--- config.mk ---
export PLATFORM = sky130hd
export DESIGN_NAME = ahb_stream_mailbox
export DESIGN_NICKNAME = d
export VERILOG_FILES = /design/src/rtl/ahb_pkg.sv /design/src/rtl/sync_fifo.sv /design/src/rtl/ahb_stream_mailbox.sv
export SDC_FILE = /design/constraint.sdc
export NUM_CORES = 1
export LEC_CHECK = 0
export CAP_MARGIN = 5
export CORE_MARGIN = 1.5
export CORE_UTILIZATION = 56
export DETAILED_ROUTE_END_ITERATION = 8
export DONT_BUFFER_PORTS = 1
export PLACE_DENSITY_LB_ADDON = 0.3
export SLEW_MARGIN = 20
export SYNTH_ARGS = -nofsm -noshare
export SYNTH_HDL_FRONTEND = slang
export SYNTH_HIERARCHICAL = 1
export SYNTH_SLANG_ARGS = --single-unit
--- constraint.sdc ---
create_clock -name hclk -period 4.2 [get_ports hclk]
set_input_delay 0.84 -clock hclk [delete_from_list [all_inputs] [get_ports hclk]]
set_output_delay 0.84 -clock hclk [all_outputs]
set_load 0.1 [all_outputs]
--- src/rtl/ahb_pkg.sv ---
// Shared AHB-Lite encodings, mailbox register map and FSM state type.
package ahb_pkg;
    localparam logic [1:0] HTRANS_NONSEQ = 2'b10;
    localparam logic [1:0] HTRANS_SEQ    = 2'b11;
    localparam logic [1:0] HRESP_OKAY    = 2'b00;
    localparam logic [1:0] HRESP_ERROR   = 2'b01;
    localparam logic [2:0] HSIZE_WORD    = 3'b010;

    localparam logic [1:0] REG_DATA   = 2'd0;
    localparam logic [1:0] REG_STATUS = 2'd1;
    localparam logic [1:0] REG_CTRL   = 2'd2;
    localparam logic [1:0] REG_THRESH = 2'd3;

    localparam int ST_TX_FULL    = 0;
    localparam int ST_TX_EMPTY   = 1;
    localparam int ST_RX_FULL    = 2;
    localparam int ST_RX_EMPTY   = 3;
    localparam int ST_TX_CNT_LSB = 8;
    localparam int ST_RX_CNT_LSB = 16;

    localparam int CTRL_RX_IRQ_EN = 0;
    localparam int CTRL_TX_IRQ_EN = 1;
    localparam int CTRL_TX_FLUSH  = 2;
    localparam int CTRL_RX_FLUSH  = 3;

    typedef enum logic [1:0] {S_IDLE, S_DATA, S_ERR1, S_ERR2} ahb_state_e;
endpackage

--- src/rtl/sync_fifo.sv ---
// Single-clock FIFO with flush; DEPTH must be a power of two so pointers wrap for free.
module sync_fifo #(
    parameter int DEPTH  = 8,
    parameter int DATA_W = 32
) (
    input  logic                   clk_i,
    input  logic                   rst_i,
    input  logic                   push_i,
    input  logic                   pop_i,
    input  logic                   flush_i,
    input  logic [DATA_W-1:0]      wdata_i,
    output logic [DATA_W-1:0]      rdata_o,
    output logic                   full_o,
    output logic                   empty_o,
    output logic [$clog2(DEPTH):0] count_o
);
    localparam int AW = $clog2(DEPTH);

    logic [DATA_W-1:0] mem_q [DEPTH];
    logic [AW-1:0]     wr_ptr_q, rd_ptr_q;
    logic [AW:0]       count_q, count_d;
    logic              do_push, do_pop;

    assign full_o  = (count_q == (AW+1)'(DEPTH));
    assign empty_o = (count_q == '0);
    // Flush wins over everything, including a push arriving in the same cycle.
    assign do_push = push_i & ~full_o & ~flush_i;
    assign do_pop  = pop_i & ~empty_o & ~flush_i;
    assign count_d = count_q + (AW+1)'(do_push) - (AW+1)'(do_pop);

    always_ff @(posedge clk_i or posedge rst_i) begin
        if (rst_i) begin
            wr_ptr_q <= '0;
            rd_ptr_q <= '0;
            count_q  <= '0;
        end else if (flush_i) begin
            wr_ptr_q <= '0;
            rd_ptr_q <= '0;
            count_q  <= '0;
        end else begin
            if (do_push) wr_ptr_q <= wr_ptr_q + AW'(1);
            if (do_pop)  rd_ptr_q <= rd_ptr_q + AW'(1);
            count_q <= count_d;
        end
    end

    always_ff @(posedge clk_i) begin
        if (do_push) mem_q[wr_ptr_q] <= wdata_i;
    end

    assign rdata_o = mem_q[rd_ptr_q];
    assign count_o = count_q;
endmodule

--- src/rtl/ahb_stream_mailbox.sv ---
// AHB-Lite mailbox: DATA writes feed an outbound stream FIFO, DATA reads drain an inbound one.
module ahb_stream_mailbox
    import ahb_pkg::*;
#(
    parameter int DEPTH  = 8,
    parameter int DATA_W = 32
) (
    input  logic              hclk,
    input  logic              hreset,
    input  logic              hsel,
    input  logic [31:0]       haddr,
    input  logic [1:0]        htrans,
    input  logic [2:0]        hsize,
    input  logic              hwrite,
    input  logic [DATA_W-1:0] hwdata,
    input  logic              hready,
    output logic [DATA_W-1:0] hrdata,
    output logic              hreadyout,
    output logic [1:0]        hresp,
    output logic [DATA_W-1:0] tx_data,
    output logic              tx_valid,
    input  logic              tx_ready,
    input  logic [DATA_W-1:0] rx_data,
    input  logic              rx_valid,
    output logic              rx_ready,
    output logic              irq
);
    localparam int CW = $clog2(DEPTH) + 1;

    ahb_state_e        state_q, state_d;
    logic [1:0]        addr_q, addr_d;
    logic              write_q, write_d;
    logic [1:0]        ctrl_q;
    logic [15:0]       thresh_q;
    logic              irq_q, irq_d;

    logic              tx_full, tx_empty, rx_full, rx_empty;
    logic [CW-1:0]     tx_count, rx_count;
    logic [DATA_W-1:0] rx_head;
    logic [CW:0]       tx_cnt_eff, rx_cnt_eff;
    logic              addr_valid, err_req, dp_wr, dp_rd;
    logic              tx_push, tx_pop, rx_push, rx_pop, ctrl_wr, tx_flush, rx_flush;
    logic [DATA_W-1:0] status;
    logic              unused_ok;

    assign unused_ok  = ^{haddr[31:4], haddr[1:0]};
    assign addr_valid = hsel & hready & ((htrans == HTRANS_NONSEQ) | (htrans == HTRANS_SEQ));

    assign dp_wr    = (state_q == S_DATA) & write_q;
    assign dp_rd    = (state_q == S_DATA) & ~write_q;
    assign tx_push  = dp_wr & (addr_q == REG_DATA);
    assign rx_pop   = dp_rd & (addr_q == REG_DATA);
    assign ctrl_wr  = dp_wr & (addr_q == REG_CTRL);
    assign tx_flush = ctrl_wr & hwdata[CTRL_TX_FLUSH];
    assign rx_flush = ctrl_wr & hwdata[CTRL_RX_FLUSH];
    assign tx_pop   = tx_valid & tx_ready;
    assign rx_push  = rx_valid & rx_ready;

    sync_fifo #(.DEPTH(DEPTH), .DATA_W(DATA_W)) u_tx (
        .clk_i(hclk), .rst_i(hreset), .push_i(tx_push), .pop_i(tx_pop), .flush_i(tx_flush),
        .wdata_i(hwdata), .rdata_o(tx_data), .full_o(tx_full), .empty_o(tx_empty), .count_o(tx_count)
    );

    sync_fifo #(.DEPTH(DEPTH), .DATA_W(DATA_W)) u_rx (
        .clk_i(hclk), .rst_i(hreset), .push_i(rx_push), .pop_i(rx_pop), .flush_i(rx_flush),
        .wdata_i(rx_data), .rdata_o(rx_head), .full_o(rx_full), .empty_o(rx_empty), .count_o(rx_count)
    );

    assign tx_valid = ~tx_empty;
    assign rx_ready = ~rx_full;

    // Occupancy as it will stand after this edge; a TX pop is deliberately not credited.
    assign tx_cnt_eff = tx_flush ? '0 : {1'b0, tx_count} + (CW+1)'(tx_push);
    assign rx_cnt_eff = rx_flush ? '0 : {1'b0, rx_count} + (CW+1)'(rx_push) - (CW+1)'(rx_pop);

    assign err_req = (hsize != HSIZE_WORD)
                   | ((haddr[3:2] == REG_DATA) & hwrite & (tx_cnt_eff >= (CW+1)'(DEPTH)))
                   | ((haddr[3:2] == REG_DATA) & ~hwrite & (rx_cnt_eff == '0))
                   | ((haddr[3:2] == REG_STATUS) & hwrite);

    always_comb begin
        state_d = S_IDLE;
        addr_d  = addr_q;
        write_d = write_q;
        case (state_q)
            S_ERR1: state_d = S_ERR2;
            default: begin
                if (addr_valid) begin
                    if (err_req) begin
                        state_d = S_ERR1;
                    end else begin
                        state_d = S_DATA;
                        addr_d  = haddr[3:2];
                        write_d = hwrite;
                    end
                end
            end
        endcase
    end

    always_comb begin
        status                            = '0;
        status[ST_TX_FULL]                = tx_full;
        status[ST_TX_EMPTY]               = tx_empty;
        status[ST_RX_FULL]                = rx_full;
        status[ST_RX_EMPTY]               = rx_empty;
        status[ST_TX_CNT_LSB +: 8]        = 8'(tx_count);
        status[ST_RX_CNT_LSB +: 8]        = 8'(rx_count);
    end

    always_comb begin
        hrdata = '0;
        if (dp_rd) begin
            case (addr_q)
                REG_DATA:   hrdata = rx_head;
                REG_STATUS: hrdata = status;
                REG_CTRL:   hrdata = {{(DATA_W-2){1'b0}}, ctrl_q};
                default:    hrdata = {{(DATA_W-16){1'b0}}, thresh_q};
            endcase
        end
    end

    assign irq_d = (ctrl_q[CTRL_RX_IRQ_EN] & (thresh_q[7:0] != 8'd0) & (8'(rx_count) >= thresh_q[7:0]))
                 | (ctrl_q[CTRL_TX_IRQ_EN] & (8'(tx_count) <= thresh_q[15:8]));

    always_ff @(posedge hclk or posedge hreset) begin
        if (hreset) begin
            state_q  <= S_IDLE;
            addr_q   <= '0;
            write_q  <= 1'b0;
            ctrl_q   <= '0;
            thresh_q <= 16'h0001;
            irq_q    <= 1'b0;
        end else begin
            state_q <= state_d;
            addr_q  <= addr_d;
            write_q <= write_d;
            irq_q   <= irq_d;
            if (ctrl_wr) ctrl_q <= hwdata[1:0];
            if (dp_wr && addr_q == REG_THRESH) thresh_q <= hwdata[15:0];
        end
    end

    assign hreadyout = (state_q != S_ERR1);
    assign hresp     = (state_q == S_ERR1 || state_q == S_ERR2) ? HRESP_ERROR : HRESP_OKAY;
    assign irq       = irq_q;
endmodule
Word-level counts from Yosys, hierarchy flattened
Memories as Yosys holds them, arrays and structs flattened.
Index checks and enable logic that the tools add are counted.
{"block": "totals", "register_bits": 44, "ram_bits": 512, "input_bits": 108, "output_inout_bits": 70, "memories": 2}
{"block": "op_classes", "n_addsub": 11, "magnitude_cmp": 3, "n_eq_ne": 13, "muxes": 22, "n_bitwise": 42, "n_reduce_logical": 13}
{"memory": "u_rx.mem_q", "depth": 8, "word_bits": 32, "rd": 1, "rd_clocked_by_memory_dff": 0, "wr": 1, "line": "sync_fifo.sv:19", "source": "logic [DATA_W-1:0] mem_q [DEPTH];"}
{"memory": "u_tx.mem_q", "depth": 8, "word_bits": 32, "rd": 1, "rd_clocked_by_memory_dff": 0, "wr": 1, "line": "sync_fifo.sv:19"}
{"op": "$pmux W32 S3", "n": 1}
{"op": "$mux W32", "n": 1}
{"op": "$and A1 B1 Y1", "n": 27}
{"op": "$mux W3", "n": 8}
{"op": "$add A3 B1 Y3 const B", "n": 4}
{"op": "$eq A2 B2 Y1 const B", "n": 6}
{"op": "$add A4 B1 Y5", "n": 2}
{"op": "$mux W5", "n": 2}
{"op": "$not A1 Y1", "n": 10}
{"op": "$add A4 B1 Y4", "n": 2}
{"op": "$eq A4 B4 Y1 const B", "n": 2}
{"op": "$ge A4 B8 Y1", "n": 1}
{"op": "$le A4 B8 Y1", "n": 1}
{"op": "$logic_not A4 Y1", "n": 2}
{"op": "$mux W4", "n": 2}
{"op": "$reduce_bool A2 Y1", "n": 4}
{"op": "$reduce_bool A8 Y1", "n": 1}
{"op": "$sub A4 B1 Y4", "n": 2}
{"op": "$eq A2 B1 Y1 const B", "n": 3}
{"op": "$mux W2", "n": 3}
{"op": "$ge A5 B4 Y1 const B", "n": 1}
{"op": "$logic_not A5 Y1", "n": 1}
{"op": "$mux W1", "n": 5}
{"op": "$or A1 B1 Y1", "n": 5}
{"op": "7 further kinds", "n": 8}

Depth between registers and ports, before layout
{"block": "logic_depth", "depth_word": 13, "mapped_depth": 17, "ltp_nobuf": 17}

By module
Netlist, hierarchy kept.
{"mod": "sync_fifo", "n_inst": 2, "cells_per_inst": 446, "area_each_um2": 10405.0}
{"mod": "ahb_stream_mailbox", "n_inst": 1, "cells_per_inst": 208, "area_each_um2": 1920.6}

Worst setup path before layout
Ideal clock, no wire load.
{"block": "synth_timing", "path_kind": "flip-flop to flip-flop", "startpoint": "register addr_q[0]", "endpoint": "memory u_tx.mem_q[0][0] (enable)", "t_arrival_ns": 4.037, "required_time_ns": 3.739, "setup_slack_ns": -0.298, "path_stages_with_launch": 7, "n_path_buf": 2, "cell_sequence": "dfrtp_1 > buf_6 > clkbuf_1 > nor3_1 > inv_1 > or4_1 > nor3_1"}
{"block": "synth_between", "word_cells_on_any_way": 10, "classes_between": "1 x eq/ne; 2 x mux; 6 x bitwise; 1 x reduce/logical"}
{"element": "start: declaration", "line": "ahb_stream_mailbox.sv:31", "source": "logic [1:0] addr_q, addr_d;"}
{"element": "start signal: assignment", "line": "ahb_stream_mailbox.sv:136", "source": "addr_q <= addr_d;"}
{"element": "$logic_not A2 Y1", "line": "ahb_stream_mailbox.sv:51", "source": "assign tx_push = dp_wr & (addr_q == REG_DATA);"}
{"element": "$and A1 B1 Y1", "line": "ahb_stream_mailbox.sv:51"}
{"element": "named net tx_push", "line": "ahb_stream_mailbox.sv:42", "source": "logic tx_push, tx_pop, rx_push, rx_pop, ctrl_wr, tx_flush, rx_flush;"}
{"element": "$and A1 B1 Y1 (2 in a row)", "line": "sync_fifo.sv:27", "source": "assign do_push = push_i & ~full_o & ~flush_i;"}
{"element": "$mux W1", "line": "sync_fifo.sv:48", "source": "if (do_push) mem_q[wr_ptr_q] <= wdata_i;"}
{"element": "$mux W1 (implied by the code)", "line": "sync_fifo.sv:48"}
{"element": "end: declaration", "line": "sync_fifo.sv:19"}
The timed path passes the listed nets, and every way through them passes these cells.

Worst setup path after layout
{"block": "layout_timing", "startpoint": "register state_q[1]", "endpoint": "output hrdata[14]"}
{"block": "layout_between", "elab_chain_len": 3}
{"element": "start: declaration", "line": "ahb_stream_mailbox.sv:30", "source": "ahb_state_e state_q, state_d;"}
{"element": "start signal: assignment", "line": "ahb_stream_mailbox.sv:135", "source": "state_q <= state_d;"}
{"element": "$eq A2 B1 Y1", "line": "ahb_stream_mailbox.sv:50", "source": "assign dp_rd = (state_q == S_DATA) & ~write_q;"}
{"element": "$and A1 B1 Y1", "line": "ahb_stream_mailbox.sv:50"}
{"element": "$mux W32", "line": "ahb_stream_mailbox.sv:113", "source": "if (dp_rd) begin"}
{"element": "end: declaration", "line": "ahb_stream_mailbox.sv:17", "source": "output logic [DATA_W-1:0] hrdata,"}
Every way passes these cells.

==> results.json <==
{
  "drv_cap": 0,
  "antenna_found_initial": 1,
  "max_stage_delay_ps": 650,
  "clock_latency_ps": 600,
  "setup_viol": 0,
  "finClkSkew_ps": 15.05,
  "dp_slack_ps": 478.4,
  "grt_max_degree": 36,
  "crit_path_start_kind": "flip-flop",
  "crit_chain": "buf_4, or3b_2, nor2_1, a22o_1, buf_4",
  "areaGrowthSynthToFinish_pct": 12.97,
  "portBuffers": 0,
  "cp_common_cell": "buf_4",
  "antenna_cells": 0,
  "grt.overflow.total": 0,
  "final.setup.tns_ps": 0,
  "synth_flop_cell": "edfxtp_1",
  "die-area_sq_um": 41810,
  "max_freq_mhz": 253.9,
  "rsz0062_at_grt": "false",
  "yosysWarnings": 6,
  "syn_avg_cell_area_sq_um": 20.66,
  "gp_congestion": 0.8250,
  "power_density_nw_per_um2": 738.2,
  "setup_ws_ps": 261.3,
  "hold_viol_final": 0,
  "io_pins": 178,
  "viasPerCell": 6.018,
  "grt_usage_pct": 21.85,
  "nets": 1317,
  "htreeDepth": 2,
  "synthDistinctLibCells": 50,
  "core.rowCount": 73,
  "die_y_um": 204.5,
  "critPathRequiredTime_ps": 3360,
  "synth-edff-count": 512,
  "syn-num-nets": 1242,
  "route.met3.wl_um": 2547,
  "status": "finished clean",
  "syn_area_sq_um": 22730,
  "timing.slew.headroom_pct": 22.59,
  "place.detailed.hpwl_um": 26260,
  "routedWlPerCell_um": 25.36,
  "ys_seq_area_share_pct": 72.49,
  "worst_setup_path_end_kind": "output port",
  "wirelength_um": 44260,
  "cp_slowest_cell": "or3b_2",
  "cts_sinks": 556,
  "drc": 0,
  "clockRootBuffer": "clkbuf_16",
  "crit_type": "reg2out",
  "initial_core_util_pct": 56.95,
  "hold_class": "in2async",
  "slew_violations": 0,
  "synth-async-reset-ratio_pct": 7.914,
  "vias": 10500,
  "cts_resized": 0,
  "top_layer": "met5",
  "core_sq_um": 39910,
  "drt-initial-drc-count": 634,
  "yosys.area.top_type": "edfxtp_1",
  "yosysTopAreaCellShare_pct": 67.64,
  "tightest_slew_ps": 1161,
  "max-vdd-ir-drop_mv": 0.4895,
  "wl_met1_um": 17210,
  "dr_wl_met2_um": 23320,
  "fillers": 2588,
  "die_x_um": 204.5,
  "drive_gt1_share_pct": 28.77,
  "clk_pin_slew_ps": 60,
  "first_pass_iters": 5,
  "yosys-top-cells-count": "edfxtp_1 (512), mux4_2 (84), mux2_2 (76)",
  "numCtsBuffers": 54,
  "grt_pass1_vias": 11050,
  "grt_first_pass_wirelength_um": 66780,
  "cts_tree": "yes",
  "fin_crit_ps": 3939,
  "period_share_pct": 93.78,
  "ys_top_cells_by_area": "edfxtp_1 (68%), mux4_2 (8.3%), mux4_1 (5.3%)",
  "worstPathMaxFanout": 9,
  "cp.arrival_ps": 3100,
  "leakage_nw": 8.707,
  "syn_inst": 1100,
  "ant_nets": 0,
  "ctsLongestPathBuffers": 3,
  "ys_ff_latch": 556,
  "synth_most_common_cell": "edfxtp_1"
}
[cells in the final DEF, fill, tap and decap left out, types with 5 or more instances in the layout]
cell type and n:
o21ai_0 19, clkinv_2 10, nor2b_1 15, bufinv_16 9, and2_1 12, a21oi_1 14, nand3_1 9, mux4_1 46
inv_1 36, nor2_1 13, nand2_1 19, mux2_1 5, mux2i_1 12, a22o_1 8, nor2_2 11, buf_12 8
mux4_2 84, clkbuf_16 57, clkbuf_1 6, ha_1 31, dfrtp_1 38, mux2_2 76, clkinvlp_4 5, edfxtp_1 512
nand2b_1 15, buf_4 59, nor2_4 12, or3_1 7, clkinv_1 13
[cells by family (layout without fill, tap and decap cells)]
kind of cell | after synthesis | after routing | synth area share [%]
AO/OA/AOI/OAI | 55 | 55 | 1.530
XOR/XNOR | 5 | 5 | 0.1926
other | 1 | 1 | 0.01650
adder cells (fa/ha/maj) | 34 | 34 | 1.971
flip-flops | 556 | 556 | 72.49
AND/OR/NAND/NOR | 141 | 141 | 3.396
buffers and inverters | 85 | 205 | 2.224
multiplexers | 223 | 223 | 18.18
[routing by layer]
metal  GRT usage [%]  vias up
met2           38.49      281
met4           7.248        2
met5               0        -
met3           4.289       78
li1                -     4648
met1           27.19     5492
[what timing repair did]
action / CTS / global route
hold buffers: 0 / 0
endpoints found under the setup margin: 0 / 1
hold endpoints to repair: 0 / 0
setup buffers: 0 / 1
[worst max-delay path, delay by kind of cell, from the launching register on]
family	cells	cell delay, ps
buffers and inverters	2	550
and+or+nand+nor	2	1300
AOI/OAI and AO/OA	1	280
DFF	1	370
[layout make-up]
type / count / area (sq um) / area share [%]
Sequential cell: 556 / 16490 / 64.21
Tap cell: 525 / 656.9 / 2.558
Clock inverter: 38 / 415.4 / 1.618
Clock buffer: 63 / 1449 / 5.642
Timing Repair Buffer: 68 / 630.6 / 2.456
Inverter: 36 / 135.1 / 0.5262
Multi-Input combinational cell: 459 / 5903 / 22.99
[final timing paths]
check | from | to | slack (ps) | cells after the start
worst max-delay path | state_q[1]$_DFF_PP0_ | hrdata[14] | 260 | 5
worst min-delay path | hreset | u_rx/count_o[3]$_DFF_PP0_ | 120 | 1
worst max register to register | u_rx/count_o[2]$_DFF_PP0_ | addr_q[0]$_DFFE_PP0P_ | 490 | 16
worst min register to register | ctrl_q[0]$_DFFE_PP0N_ | ctrl_q[0]$_DFFE_PP0N_ | 550 | 1
max in group asynchronous | hreset | thresh_q[12]$_DFFE_PP0P_ | 3270 | 1
min in group hclk | rx_data[18] | u_rx/mem_q[0][18]$_DFFE_PP_ | 330 | 0
[stage by stage]
| step | total power [mW] | hold WS (ps) | std cells | instance area [sq um] | utilization, % |
|---|---|---|---|---|---|
| global placement | 13.98 | 525.6 | 1643 | 23790 | 59.59 |
| global route | 19.71 | 143.5 | 1745 | 25680 | 64.33 |
| floorplan | 12.95 | 481.6 | 1100 | 22740 | - |
| finish | 18.96 | 120.6 | 1745 | 25680 | 64.33 |
| CTS | 19.13 | 113.2 | 1744 | 25650 | 64.26 |
| detailed placement | 14.09 | 518.1 | 1643 | 23790 | 59.59 |
[where the power goes]
group / internal, mW / total (mW) / leakage, nW / switching [mW]
sequential: 6.62 / 7.22 / 5.14 / 0.601
combinational: 2.38 / 6.74 / 2.66 / 4.36
clock: 3.01 / 4.99 / 0.901 / 1.98
total: 12.0 / 19.0 / 8.71 / 6.94
[state kept, by name (all words and copies together), names as in the netlist]
| name | cells |
|---|---|
| u_rx/wr_ptr_q | 3 |
| addr_q | 2 |
| u_rx/count_o | 4 |
| u_tx/mem_q | 256 |
| irq | 1 |
| ctrl_q | 2 |
| u_tx/rd_ptr_q | 3 |
| u_rx/mem_q | 256 |
| u_tx/wr_ptr_q | 3 |
| write_q | 1 |
| u_rx/rd_ptr_q | 3 |
| state_q | 2 |
| u_tx/count_o | 4 |
| thresh_q | 16 |
Note: power is estimated with default switching activity, not from simulation.
